**src/rtl/decode_rom_loader.sv**
```systemverilog
`default_nettype none
// ============================================================================
//  Module      : decode_rom_loader
//  Description : Byte-stream writer for the decode-stage microinstruction
//                store. Assembles little-endian bytes into WORD_W-bit words,
//                writes them at consecutive addresses and checks a trailing
//                mod-256 checksum byte.
//  Revision    : 1.0 - initial release
// ============================================================================
module decode_rom_loader #(
  parameter int WORD_W = 44,
  parameter int ADDR_W = 10
) (
  input  logic              clk,
  input  logic              rst,
  input  logic              start_i,
  input  logic [ADDR_W-1:0] base_addr_i,
  input  logic [ADDR_W:0]   word_count_i,
  input  logic [7:0]        in_data_i,
  input  logic              in_valid_i,
  output logic              in_ready_o,
  output logic              wr_en_o,
  output logic [ADDR_W-1:0] wr_addr_o,
  output logic [WORD_W-1:0] wr_data_o,
  output logic              busy_o,
  output logic              done_o,
  output logic              err_o,
  output logic [7:0]        checksum_o
);

  localparam int NBYTES = (WORD_W + 7) / 8;
  localparam int LAST_W = WORD_W - 8 * (NBYTES - 1);
  localparam int BIDX_W = $clog2(NBYTES);
  localparam int ASM_W  = 8 * (NBYTES - 1);

  localparam logic [ADDR_W:0] C_DEPTH = {1'b1, {ADDR_W{1'b0}}};

  localparam logic [1:0] S_IDLE  = 2'd0;
  localparam logic [1:0] S_LOAD  = 2'd1;
  localparam logic [1:0] S_WRITE = 2'd2;
  localparam logic [1:0] S_CSUM  = 2'd3;

  logic [1:0]        state_q, state_d;
  logic [BIDX_W-1:0] byte_idx_q, byte_idx_d;
  logic [ADDR_W:0]   words_left_q, words_left_d;
  logic [ADDR_W-1:0] addr_q, addr_d;
  logic [ASM_W-1:0]  asm_q, asm_d;
  logic              wr_en_q, wr_en_d;
  logic [ADDR_W-1:0] wr_addr_q, wr_addr_d;
  logic [WORD_W-1:0] wr_data_q, wr_data_d;
  logic              busy_q, busy_d;
  logic              done_q, done_d;
  logic              err_q, err_d;
  logic [7:0]        csum_q, csum_d;
  logic [7:0]        sum_w;

  // Running sum including the byte currently on the bus
  assign sum_w = csum_q + in_data_i;

  // Next-state logic for the load sequence
  always_comb begin
    state_d      = state_q;
    byte_idx_d   = byte_idx_q;
    words_left_d = words_left_q;
    addr_d       = addr_q;
    asm_d        = asm_q;
    wr_en_d      = 1'b0;
    wr_addr_d    = wr_addr_q;
    wr_data_d    = wr_data_q;
    busy_d       = busy_q;
    done_d       = 1'b0;
    err_d        = err_q;
    csum_d       = csum_q;
    case (state_q)
      S_IDLE: begin
        if (start_i) begin
          if (word_count_i == '0 || word_count_i > C_DEPTH) begin
            // Illegal length: flag it without ever becoming busy
            err_d = 1'b1;
          end else begin
            err_d        = 1'b0;
            csum_d       = 8'h00;
            busy_d       = 1'b1;
            addr_d       = base_addr_i;
            words_left_d = word_count_i;
            byte_idx_d   = '0;
            state_d      = S_LOAD;
          end
        end
      end
      S_LOAD: begin
        if (in_valid_i) begin
          csum_d = sum_w;
          if (byte_idx_q == BIDX_W'(NBYTES - 1)) begin
            // Last byte only contributes its low bits to the word
            wr_en_d    = 1'b1;
            wr_addr_d  = addr_q;
            wr_data_d  = {in_data_i[LAST_W-1:0], asm_q};
            byte_idx_d = '0;
            state_d    = S_WRITE;
          end else begin
            asm_d[8*byte_idx_q +: 8] = in_data_i;
            byte_idx_d = byte_idx_q + 1'b1;
          end
        end
      end
      S_WRITE: begin
        addr_d       = addr_q + 1'b1;
        words_left_d = words_left_q - 1'b1;
        state_d      = (words_left_q == (ADDR_W+1)'(1)) ? S_CSUM : S_LOAD;
      end
      S_CSUM: begin
        // The checksum byte itself is not folded into the reported sum
        if (in_valid_i) begin
          busy_d  = 1'b0;
          state_d = S_IDLE;
          if (sum_w == 8'h00) done_d = 1'b1;
          else                err_d  = 1'b1;
        end
      end
      default: state_d = S_IDLE;
    endcase
  end

  // State registers with synchronous active-low reset
  always_ff @(posedge clk) begin
    if (!rst) begin
      state_q      <= S_IDLE;
      byte_idx_q   <= '0;
      words_left_q <= '0;
      addr_q       <= '0;
      asm_q        <= '0;
      wr_en_q      <= 1'b0;
      wr_addr_q    <= '0;
      wr_data_q    <= '0;
      busy_q       <= 1'b0;
      done_q       <= 1'b0;
      err_q        <= 1'b0;
      csum_q       <= 8'h00;
    end else begin
      state_q      <= state_d;
      byte_idx_q   <= byte_idx_d;
      words_left_q <= words_left_d;
      addr_q       <= addr_d;
      asm_q        <= asm_d;
      wr_en_q      <= wr_en_d;
      wr_addr_q    <= wr_addr_d;
      wr_data_q    <= wr_data_d;
      busy_q       <= busy_d;
      done_q       <= done_d;
      err_q        <= err_d;
      csum_q       <= csum_d;
    end
  end

  assign in_ready_o = (state_q == S_LOAD) || (state_q == S_CSUM);
  assign wr_en_o    = wr_en_q;
  assign wr_addr_o  = wr_addr_q;
  assign wr_data_o  = wr_data_q;
  assign busy_o     = busy_q;
  assign done_o     = done_q;
  assign err_o      = err_q;
  assign checksum_o = csum_q;

endmodule
`default_nettype wire

```
**config.mk**
```make
export PLATFORM = sky130hd
export DESIGN_NAME = decode_rom_loader
export DESIGN_NICKNAME = d
export VERILOG_FILES = /design/src/rtl/decode_rom_loader.sv
export SDC_FILE = /design/constraint.sdc
export NUM_CORES = 1
export LEC_CHECK = 0
export BUFFER_PORTS_ARGS = -buffer_cell sky130_fd_sc_hd__buf_2
export CAP_MARGIN = 10
export CORE_MARGIN = 4
export CORE_UTILIZATION = 60
export CTS_CLUSTER_DIAMETER = 40
export DETAILED_ROUTE_END_ITERATION = 7
export PLACE_DENSITY = 0.89
export SKIP_CTS_REPAIR_TIMING = 1
export SLEW_MARGIN = 10
export SYNTH_ARGS = -nofsm -noshare
export SYNTH_HDL_FRONTEND = slang
export SYNTH_SLANG_ARGS = --single-unit
```
**constraint.sdc**
```tcl
create_clock -name clk -period 4.1 [get_ports clk]
set_input_delay 0.615 -clock clk [delete_from_list [all_inputs] [get_ports clk]]
set_output_delay 0.615 -clock clk [all_outputs]
set_load 0.02 [all_outputs]
```
======== Word level (Yosys, flattened, before mapping) ========
Cells that the tools add are included.
storage, ports and cells
  output and inout bits ................... 67
  input bits .............................. 33
  register bits after elaboration ......... 132
  word-level logic and storage cells ...... 83
cells by class
  add/sub/neg operators ................... 5
  order comparisons ....................... 1
  multiplexer cells ....................... 34
  equal/unequal tests ..................... 11
  bitwise operators ....................... 1
  shift operators ......................... 2
  reduce and logical (&&, ||, !) cells .... 17
operators by type and width
  kind                     number
  $bwmux 40                1
  $shift 8x34->40 const A  1
  $shiftx 8x34->40         1
  $neg 6->34               1
  $mux 8                   3
  $mux 11                  2
  $pmux 11 s2              1
  $mux 10                  2
  $pmux 10 s2              1
  $pmux 8 s2               1
  $reduce_and 3->1         5
  $mux 2                   6
  $mux 3                   4
  $ne 2x2->1 const B       6
  $reduce_and 4->1         3
  $eq 11x1->1 const B      1
  $gt 11x11->1 const B     1
  $logic_not 11->1         1
  $sub 11x1->11 const B    1
  $add 10x1->10 const B    1
  $mux 1                   9
  $add 8x8->8              1
  $logic_not 8->1          1
  $pmux 2 s4               1
  11 further kinds         16

======== Logic depth before layout (Yosys ltp) ========
Gate-level depths: netlist of the first run.
  depth in word-level cells ............... 5
  mapped depth ............................ 8

======== Least setup slack after synthesis of the first run ========
OpenSTA, ideal clock, no wires.
  path kind ............................... input port to flip-flop
  from .................................... input in_data_i[0]
  to ...................................... register err_q (netlist: err_o)
  library setup time ...................... 0.120 ns
  path slack .............................. 1.738 ns
  stages .................................. 8
  arrival time ............................ 2.243 ns
  path through ............................ ha_1 -> fa_1 -> a211oi_1 -> nor2_1 -> xor2_1 -> nor3_1 -> nand3b_1 -> o31a_1
on the way
  longest elaborated chain between the ends .. 4
ends and longest elaborated chain
  item                        line  source
  start, declared             19    input logic [7:0] in_data_i,
  $add 8x8->8                 58    assign sum_w = csum_q + in_data_i;
  $logic_not 8->1             117   if (sum_w == 8'h00) done_d = 1'b1;
  $ne 2x2->1 (no line)        -
  $reduce_and 4->1 (no line)  -
  end signal, assigned        151   err_q <= err_d;
  end, declared               53    logic err_q, err_d;
No other way between the ends.
A chain may end at the register's enable or synchronous reset.

======== Final worst setup path of the first run ========
  from .................................... register byte_idx_q[0]
  to ...................................... register asm_q[35]
on the way
  longest elaborated chain between the ends .. 3
  elaborated cells on any way between the ends .. 7
  those cells by class .................... add/sub (1); eq/ne (1); shift (2); mux (1); bitwise (1); reduce/logical (1)
ends and longest elaborated chain
  item                                            line     source
  start, declared                                 44       logic [BIDX_W-1:0] byte_idx_q, byte_idx_d;
  start signal, assigned                          142      byte_idx_q <= byte_idx_d;
  $neg 6->34 or $eq 3x3->1 (tied branches)        102, 94
  $shiftx 8x34->40, or another cell as far along  102      asm_d[8*byte_idx_q +: 8] = in_data_i;
  $bwmux 40 or $reduce_and 3->1 (tied branches)   -
  end signal, assigned                            145      asm_q <= asm_d;
  end, declared                                   47       logic [ASM_W-1:0] asm_q, asm_d;
Several ways; a longest one is shown, not always the timed one.

==> results.json, run 1 <==
{
  "dpl.hpwl_um": 9770,
  "synth_area_leaders": "dfxtp_1, nand2_1, a21boi_0, mux2i_1, nor2b_1",
  "wl_per_cell_um": 15.5,
  "hold_path_class": "primary input to flip-flop",
  "critPathKind": "flip-flop to flip-flop",
  "grt-ovfl-total": 0,
  "ir_drop_uv": 232,
  "syn_area_per_cell_um2": 8.74,
  "tritoncts": "done",
  "setup-tns-final_ns": 0,
  "grt_max_degree": 60,
  "fmax_mhz": 371,
  "ys_types": 56,
  "synth_edf_count": 0,
  "clk_pin_slew_worst_paths_ns": 0.05,
  "synth_top_area_share_pct": 44.0,
  "drv_slew": 0,
  "outcome": "finished clean",
  "p_per_area_nw_per_um2": 446,
  "async_flop_share_pct": 0,
  "setup_viol": 0,
  "period_needed_ns": 2.69,
  "grt_pass1_vias": 5092,
  "viasPerCell": 5.65,
  "slowest_delay_ns": 0.46,
  "antenna_found_initial": 0,
  "cp_max_fo": 10,
  "cpMaxStageDelayCell": "nor3_4",
  "syn_to_final_growth_pct": 19.3,
  "via_count": 5182,
  "p_comb_share_pct": 9.3,
  "cp-start-kind": "flip-flop",
  "num-fill-cells": 712,
  "dieArea_um2": 11700,
  "die_w_um": 108,
  "clockBufferDepth": 2,
  "cp.required_ns": 4.51,
  "wl_um": 14200,
  "ios": 100,
  "insertion_delay_ns": 0.53,
  "num_antenna_cells": 0,
  "synth_cells": 688,
  "clock-sinks": 132,
  "drive_gt1_share_pct": 18.5,
  "leakage_nw": 2.90,
  "p_clk_share_pct": 48.4,
  "synthXorXnorAreaFrac_pct": 0.874,
  "switchingPower_uw": 746,
  "h-tree-depth": 4,
  "synth_top_family_by_area": "simple AND/OR/NAND/NOR gates",
  "finalCritPeriodShare_pct": 65.7,
  "seq_area_frac_synth_pct": 44.0,
  "yosys.area.top_type": "dfxtp_1",
  "gr-usage-all-layers_pct": 25.0,
  "ys_warn_count": 0,
  "drt_iter0_drc": 288,
  "synth_fa_ha_area_share_pct": 3.25,
  "die_h_um": 108,
  "cts_buffers": 17,
  "total_power_mw": 3.20,
  "port_buffers": 99,
  "final_common_cell": "nand2_1",
  "synth_compound_area_share_pct": 17.7,
  "slew_headroom_pct": 25.9,
  "nets": 819,
  "place_congestion": 0.886,
  "drv_cap": 0,
  "seqPwrFrac_pct": 42.3,
  "start_util_pct": 61.5,
  "cts-root-buf": "clkbuf_8",
  "endpoint_kind": "flip-flop",
  "cp.arrival_ns": 3.10,
  "swShare_pct": 23.3,
  "ys_ff_latch": 132,
  "drc": 0,
  "cp.buffers_inverters": 1,
  "crit_family": "simple AND/OR/NAND/NOR gates",
  "synthMuxAreaShare_pct": 6.66,
  "crit_top_cell": "ha_1",
  "crit_chain": "inv_1, ha_1, ha_1, nand3b_1, or3_1, nor3_4, mux2i_1, nor2b_1",
  "ant_nets": 0,
  "worst_pin_slew_ns": 1.11,
  "synthFlopType": "dfxtp_1",
  "final_hold_viol_count": 0,
  "dr.pass1.iters": 5,
  "syn_nets": 736,
  "core_um2": 9770,
  "rsz0062_at_grt": "false",
  "finalClockSkew_ns": 0.00731,
  "synth_area_um2": 6010,
  "grt_pass1_wl_um": 23300,
  "yosys.area_share.simple_pct": 24.5,
  "layout_common_cells": "nand2_1, dfxtp_1, buf_2",
  "intPower_mw": 2.45,
  "rows": 36
}
[final timing paths]
check | startpoint | end | slack [ns] | cells after the start
hold / removal | in_data_i[4] | asm_q[4] | 0.39 | 3
hold reg to reg | wr_addr_o[9] | wr_addr_o[9] | 0.46 | 2
setup / recovery | byte_idx_q[0] | asm_q[35] | 1.41 | 8
setup reg to reg | byte_idx_q[0] | asm_q[35] | 1.41 | 8
[power groups by stage]
| stage | Clock, mW | Sequential [mW] | Combinational, mW |
|---|---|---|---|
| floorplan | 0 | 1.37 | 0.213 |
| global placement | 0 | 1.38 | 0.281 |
| detailed placement | 0 | 1.38 | 0.292 |
| CTS | 1.56 | 1.35 | 0.295 |
| global route | 1.62 | 1.36 | 0.330 |
| finish | 1.55 | 1.35 | 0.297 |
[kinds of logic after synthesis]
| group | Yosys count |
|---|---|
| compound gates | 153 |
| xor+xnor | 6 |
| fa+ha+maj | 15 |
| buf+inv | 48 |
| flops | 132 |
| mux | 40 |
| simple gates | 294 |
[state kept, by name, summed over array words and instances (netlist names), 2 cells and up]
register,flops
wr_addr_o,10
words_left_q,11
byte_idx_q,3
state_q,2
wr_data_o,44
checksum_o,8
addr_q,10
asm_q,40
[routing by layer]
layer / vias to the layer above / part of all wire (%) / wire length (um) / GRT usage, %
met2: 165 / 49 / 6970 / 43.2
met4: 0 / 3.9 / 558 / 13.0
li1: 2527 / - / - / -
met1: 2445 / 41 / 5840 / 28.8
met5: - / 0 / 0 / 0
met3: 45 / 5.9 / 843 / 6.09
[stage by stage]
| step | hold slack, ns | utilization [%] | cells | setup slack [ns] | instance area (um2) |
|---|---|---|---|---|---|
| 3_3_place_gp | 0.445 | 67.2 | 885 | 1.49 | 6570 |
| 5_1_grt | 0.403 | 73.4 | 917 | 1.26 | 7170 |
| 2_1_floorplan | 0.440 | - | 688 | 1.74 | 6010 |
| 6_report | 0.392 | 73.4 | 917 | 1.41 | 7170 |
| 3_5_place_dp | 0.456 | 67.2 | 885 | 1.34 | 6570 |
| 4_1_cts | 0.388 | 73.4 | 917 | 1.42 | 7170 |
[synthesized netlist by cell type, types with 5 or more instances]
cell / number
clkbuf_1: 38
nor3_1: 13
and2_1: 10
nand2b_1: 5
ha_1: 14
nor2_1: 25
dfxtp_1: 132
and3_1: 6
o21ai_0: 25
a21boi_0: 64
a22oi_1: 6
mux2i_1: 40
nor2b_1: 54
a21oi_1: 20
inv_1: 7
nand2_1: 141
nand3_1: 16
[area by class of cell]
type | count | area (um2) | area share, %
inverter | 7 | 26.3 | 0.366
timing repair buffer | 105 | 541 | 7.54
sequential | 132 | 2640 | 36.8
clock inverter | 9 | 151 | 2.11
tap | 133 | 166 | 2.32
multi-input combinational | 508 | 3190 | 44.5
clock buffer | 23 | 457 | 6.37
[worst min-delay path, cell delays in order]
cell     delay, ns
buf_2         0.10
mux2i_1       0.07
nor2b_1       0.10
(Power assumes the default switching activity.)
==> run 2, diff against run 1 <==
--- a/config.mk
+++ b/config.mk
@@ -8,10 +8,10 @@
 export BUFFER_PORTS_ARGS = -buffer_cell sky130_fd_sc_hd__buf_2
 export CAP_MARGIN = 10
 export CORE_MARGIN = 4
-export CORE_UTILIZATION = 60
+export CORE_UTILIZATION = 56
 export CTS_CLUSTER_DIAMETER = 40
 export DETAILED_ROUTE_END_ITERATION = 7
-export PLACE_DENSITY = 0.89
+export PLACE_DENSITY = 0.84
 export SKIP_CTS_REPAIR_TIMING = 1
 export SLEW_MARGIN = 10
 export SYNTH_ARGS = -nofsm -noshare
==> constraint.sdc (replaced) <==
create_clock -name clk -period 2.8 [get_ports clk]
set_input_delay 0.42 -clock clk [delete_from_list [all_inputs] [get_ports clk]]
set_output_delay 0.42 -clock clk [all_outputs]
set_load 0.02 [all_outputs]
==> run 2 against run 1 <==
Against the previous run: first-iteration DRC count grew 10%; worst hold slack lost 0.18 ns; sequential power grew 46%; non-clock buffer count grew 9.
==> results.json, run 2 (synthesized netlist as in run 1, its figures left out) <==
{
  "cts_buffers": 17,
  "nets": 828,
  "p_per_area_nw_per_um2": 651,
  "finalClockSkew_ns": 0.00560,
  "h-tree-depth": 4,
  "clock-sinks": 132,
  "outcome": "finished clean",
  "min_from": "in_data_i[4]",
  "cp-start-kind": "flip-flop",
  "grt_pass1_vias": 5089,
  "hold_path_class": "primary input to flip-flop",
  "ff2ff_setup_slack_ns": 0.14,
  "grt_pass1_wl_um": 24000,
  "leakage_nw": 2.94,
  "dp_cells": 897,
  "period_needed_ns": 2.66,
  "drv_slew": 0,
  "viasPerCell": 5.58,
  "insertion_delay_ns": 0.52,
  "cp_max_fo": 10,
  "tritoncts": "done",
  "ir_drop_uv": 367,
  "die_h_um": 112,
  "start_util_pct": 58.0,
  "rr_startpoint": "byte_idx_q[0]",
  "drt_iter0_drc": 318,
  "worstSetupStartpoint": "byte_idx_q[0]",
  "antenna_found_initial": 0,
  "final_common_cell": "nand2_1",
  "final_hold_viol_count": 0,
  "endpoint_kind": "flip-flop",
  "ant_nets": 0,
  "critPathKind": "flip-flop to flip-flop",
  "wl_per_cell_um": 15.6,
  "core_um2": 10400,
  "largest_register_ffs": 44,
  "gr-usage-all-layers_pct": 23.4,
  "syn_to_final_growth_pct": 21.3,
  "rsz0062_at_grt": "true",
  "worst_slack_ns": 0.145,
  "cts-root-buf": "clkbuf_8",
  "dieArea_um2": 12500,
  "final_cells": 930,
  "ios": 100,
  "worst_pin_slew_ns": 0.715,
  "drive_gt1_share_pct": 19.8,
  "port_buffers": 99,
  "dpl.hpwl_um": 10200,
  "fmax_mhz": 377,
  "grt-ovfl-total": 0,
  "dp_slack_ns": 0.220,
  "dr.pass1.iters": 6,
  "drv_cap": 0,
  "setup-tns-final_ns": 0,
  "cp.required_ns": 3.21,
  "layout_common_cells": "nand2_1, dfxtp_1, buf_2",
  "finalCritPeriodShare_pct": 94.8,
  "setup_viol": 0,
  "place_congestion": 0.909,
  "cp.arrival_ns": 3.07,
  "rows": 37,
  "drc": 0,
  "clk_pin_slew_worst_paths_ns": 0.06,
  "via_count": 5187,
  "die_w_um": 112,
  "clockBufferDepth": 2,
  "grt_max_degree": 72,
  "wl_um": 14500,
  "slew_headroom_pct": 51.9
}
-- run 2: layer usage --
metal  GRT usage [%]  part of all wire [%]  vias up
met5               0                     0        -
met4            9.00                   2.6        0
met3            6.03                   6.2       36
met2            41.1                    50      168
met1            27.2                    42     2428
li1                -                     -     2555
-- run 2: critical path: stages (launching register included) --
cell	delay, ns
dfxtp_1	0.42
inv_1	0.11
ha_1	0.21
ha_1	0.29
nand3b_1	0.25
or3_1	0.46
nor3_4	0.45
mux2i_1	0.29
nor2b_1	0.06
-- run 2: report_power, final --
| group | internal [mW] | switching, mW |
|---|---|---|
| registers | 1.93 | 0.0451 |
| logic | 0.186 | 0.270 |
| clock network | 1.49 | 0.829 |
-- run 2: through the flow --
| stage | hold slack, ns | power [mW] | util [%] | cell area [um2] |
|---|---|---|---|---|
| floorplan | 0.440 | 2.32 | - | 6010 |
| global placement | 0.446 | 2.44 | 64.2 | 6660 |
| detailed placement | 0.456 | 2.46 | 64.2 | 6660 |
| CTS | 0.202 | 4.76 | 70.3 | 7290 |
| global route | 0.231 | 4.91 | 70.3 | 7290 |
| finish | 0.216 | 4.75 | 70.3 | 7290 |
-- run 2: path summary, 6_finish.rpt --
check	endpoint	cells after the start
max	asm_q[33]	8
min	asm_q[4]	3
max reg2reg	asm_q[33]	8
min reg2reg	wr_addr_o[5]	2
-- run 2: area by class of cell --
cell class                 count  area (um2)
antenna                        1        2.50
clock inverter                12         179
timing repair buffer         114         633
clock buffer                  20         445
multi-input combinational    508        3190
tap                          136         170
sequential                   132        2640
inverter                       7        26.3
fill                         796        3080
==> run 3, diff against run 2 <==
--- a/config.mk
+++ b/config.mk
@@ -9,9 +9,10 @@
 export CAP_MARGIN = 10
 export CORE_MARGIN = 4
 export CORE_UTILIZATION = 56
-export CTS_CLUSTER_DIAMETER = 40
+export CTS_CLUSTER_DIAMETER = 150
 export DETAILED_ROUTE_END_ITERATION = 7
 export PLACE_DENSITY = 0.84
+export SETUP_SLACK_MARGIN = 0.2
 export SKIP_CTS_REPAIR_TIMING = 1
 export SLEW_MARGIN = 10
 export SYNTH_ARGS = -nofsm -noshare
==> run 3 against run 2 <==
Against the previous run: sequential power is essentially flat; worst hold slack lost 0.0018 ns; via count shrank 0.21%; core utilization grew 0.23 points; non-clock buffer count grew 1; register-to-register slack gained 0.23 ns; setup slack gained 0.23 ns; cell area grew 0.33%; largest power group unchanged; sequential cell count is the same.
==> results.json, run 3 (synthesized netlist as in run 1, its figures left out) <==
{
  "viasPerCell": 5.56,
  "drv_cap": 0,
  "leakage_nw": 2.95,
  "worst-r2r-cell-count": 8,
  "cp.buffers_inverters": 1,
  "critPathKind": "flip-flop to flip-flop",
  "finalCritPeriodShare_pct": 86.6,
  "largest_register_ffs": 44,
  "hold_path_class": "primary input to flip-flop",
  "ff2ff_setup_slack_ns": 0.38,
  "crit_chain": "inv_1, ha_1, ha_2, nand3b_1, or3_1, nor2_4, mux2i_1, nor2b_1",
  "drv_slew": 0,
  "drc": 0,
  "multiInputGateArea_um2": 3200,
  "grt-ovfl-total": 0,
  "tritoncts": "done",
  "syn_to_final_growth_pct": 21.7,
  "endpoint_kind": "flip-flop",
  "fmax_mhz": 412,
  "dr.pass1.iters": 5,
  "final_core_util_pct": 70.6,
  "final_common_cell": "nand2_1",
  "outcome": "finished clean",
  "final_hold_viol_count": 0,
  "rsz0062_at_grt": "false",
  "crit_family": "simple AND/OR/NAND/NOR gates",
  "die_h_um": 112,
  "setup-tns-final_ns": 0,
  "clockBufferDepth": 2,
  "slew_headroom_pct": 52.0,
  "cts_buffers": 17,
  "clk_pin_slew_worst_paths_ns": 0.06,
  "grt_max_degree": 72,
  "slowest_delay_ns": 0.45,
  "die_w_um": 112,
  "antenna_found_initial": 0,
  "cp-start-kind": "flip-flop",
  "clock-sinks": 132,
  "grt_pass1_wl_um": 24000,
  "wl_um": 14500,
  "ant_nets": 0,
  "p_per_area_nw_per_um2": 649,
  "place_congestion": 0.909,
  "finalClockSkew_ns": 0.00578,
  "place_area_um2": 6660,
  "gr-usage-all-layers_pct": 23.4,
  "hold_ws_ns": 0.215,
  "regArea_um2": 2640,
  "h-tree-depth": 4,
  "fin_area_um2": 7320,
  "drive_gt1_share_pct": 20.2,
  "hold_end": "asm_q[4]",
  "dieArea_um2": 12500,
  "ir_drop_uv": 363,
  "start_util_pct": 58.0,
  "cpMaxStageDelayCell": "or3_1",
  "rows": 37,
  "cp.arrival_ns": 2.83,
  "cp.required_ns": 3.21,
  "ios": 100,
  "wl_per_cell_um": 15.5,
  "min_from": "in_data_i[4]",
  "nets": 829,
  "core_um2": 10400,
  "drt_iter0_drc": 313,
  "insertion_delay_ns": 0.53,
  "worstSetupStartpoint": "byte_idx_q[0]",
  "hold_depth": 3,
  "layout_common_cells": "nand2_1, dfxtp_1, buf_2",
  "dpl.hpwl_um": 10200,
  "rr_startpoint": "byte_idx_q[0]",
  "setup_viol": 0,
  "port_buffers": 99,
  "cp_max_fo": 8,
  "worst_pin_slew_ns": 0.714,
  "num-fill-cells": 785,
  "period_needed_ns": 2.42,
  "cts-root-buf": "clkbuf_8",
  "via_count": 5176,
  "regToRegEndpoint": "asm_q[23]",
  "grt_pass1_vias": 5089
}
==> run 3: cell types whose count changed in the layout (fill, tap and decap cells not counted), sizes merged <==
cell,previous run,this run
buf,114,115
==> run 3: metrics by stage <==
step           instances  setup WS (ns)  power (mW)
2_1_floorplan        688          0.517        2.32
5_1_grt              930          0.283        4.91
3_5_place_dp         897          0.220        2.46
6_report             931          0.375        4.75
3_3_place_gp         897          0.376        2.44
4_1_cts              929          0.109        4.76
==> run 3: tightest hold or removal path, cell delays in order <==
cell     delay [ns]
buf_2          0.11
mux2i_1        0.07
nor2b_1        0.09
==> run 3: worst max path at each step <==
stage | end | slack [ns] | cells after the start
after global placement | err_o | 0.38 | 9
after floorplan | asm_q[16] | 0.52 | 8
final | asm_q[23] | 0.38 | 8
after global routing | asm_q[23] | 0.28 | 8
after CTS | asm_q[23] | 0.11 | 8
after detailed placement | asm_q[32] | 0.22 | 8
==> run 3: report_power, final <==
group | leakage (nW) | total [mW] | switching [mW] | internal (mW)
Clock | 0.285 | 2.32 | 0.826 | 1.49
Combinational | 1.60 | 0.456 | 0.270 | 0.186
Sequential | 1.07 | 1.97 | 0.0450 | 1.93
Total | 2.95 | 4.75 | 1.14 | 3.60
==> run 3: layer usage <==
layer | track usage (%) | part of all wire [%]
met1 | 27.2 | 42
met2 | 41.1 | 49
met3 | 6.03 | 6.1
met4 | 9.00 | 2.8
met5 | 0 | 0
==> run 3: area by class of cell <==
class / instances / share of cell area [%]
multi-input combinational: 508 / 43.7
sequential: 132 / 36.1
timing repair buffer: 115 / 8.93
clock buffer: 20 / 6.09
clock inverter: 12 / 2.45
tap: 136 / 2.33
inverter: 7 / 0.359
antenna: 1 / 0.0342
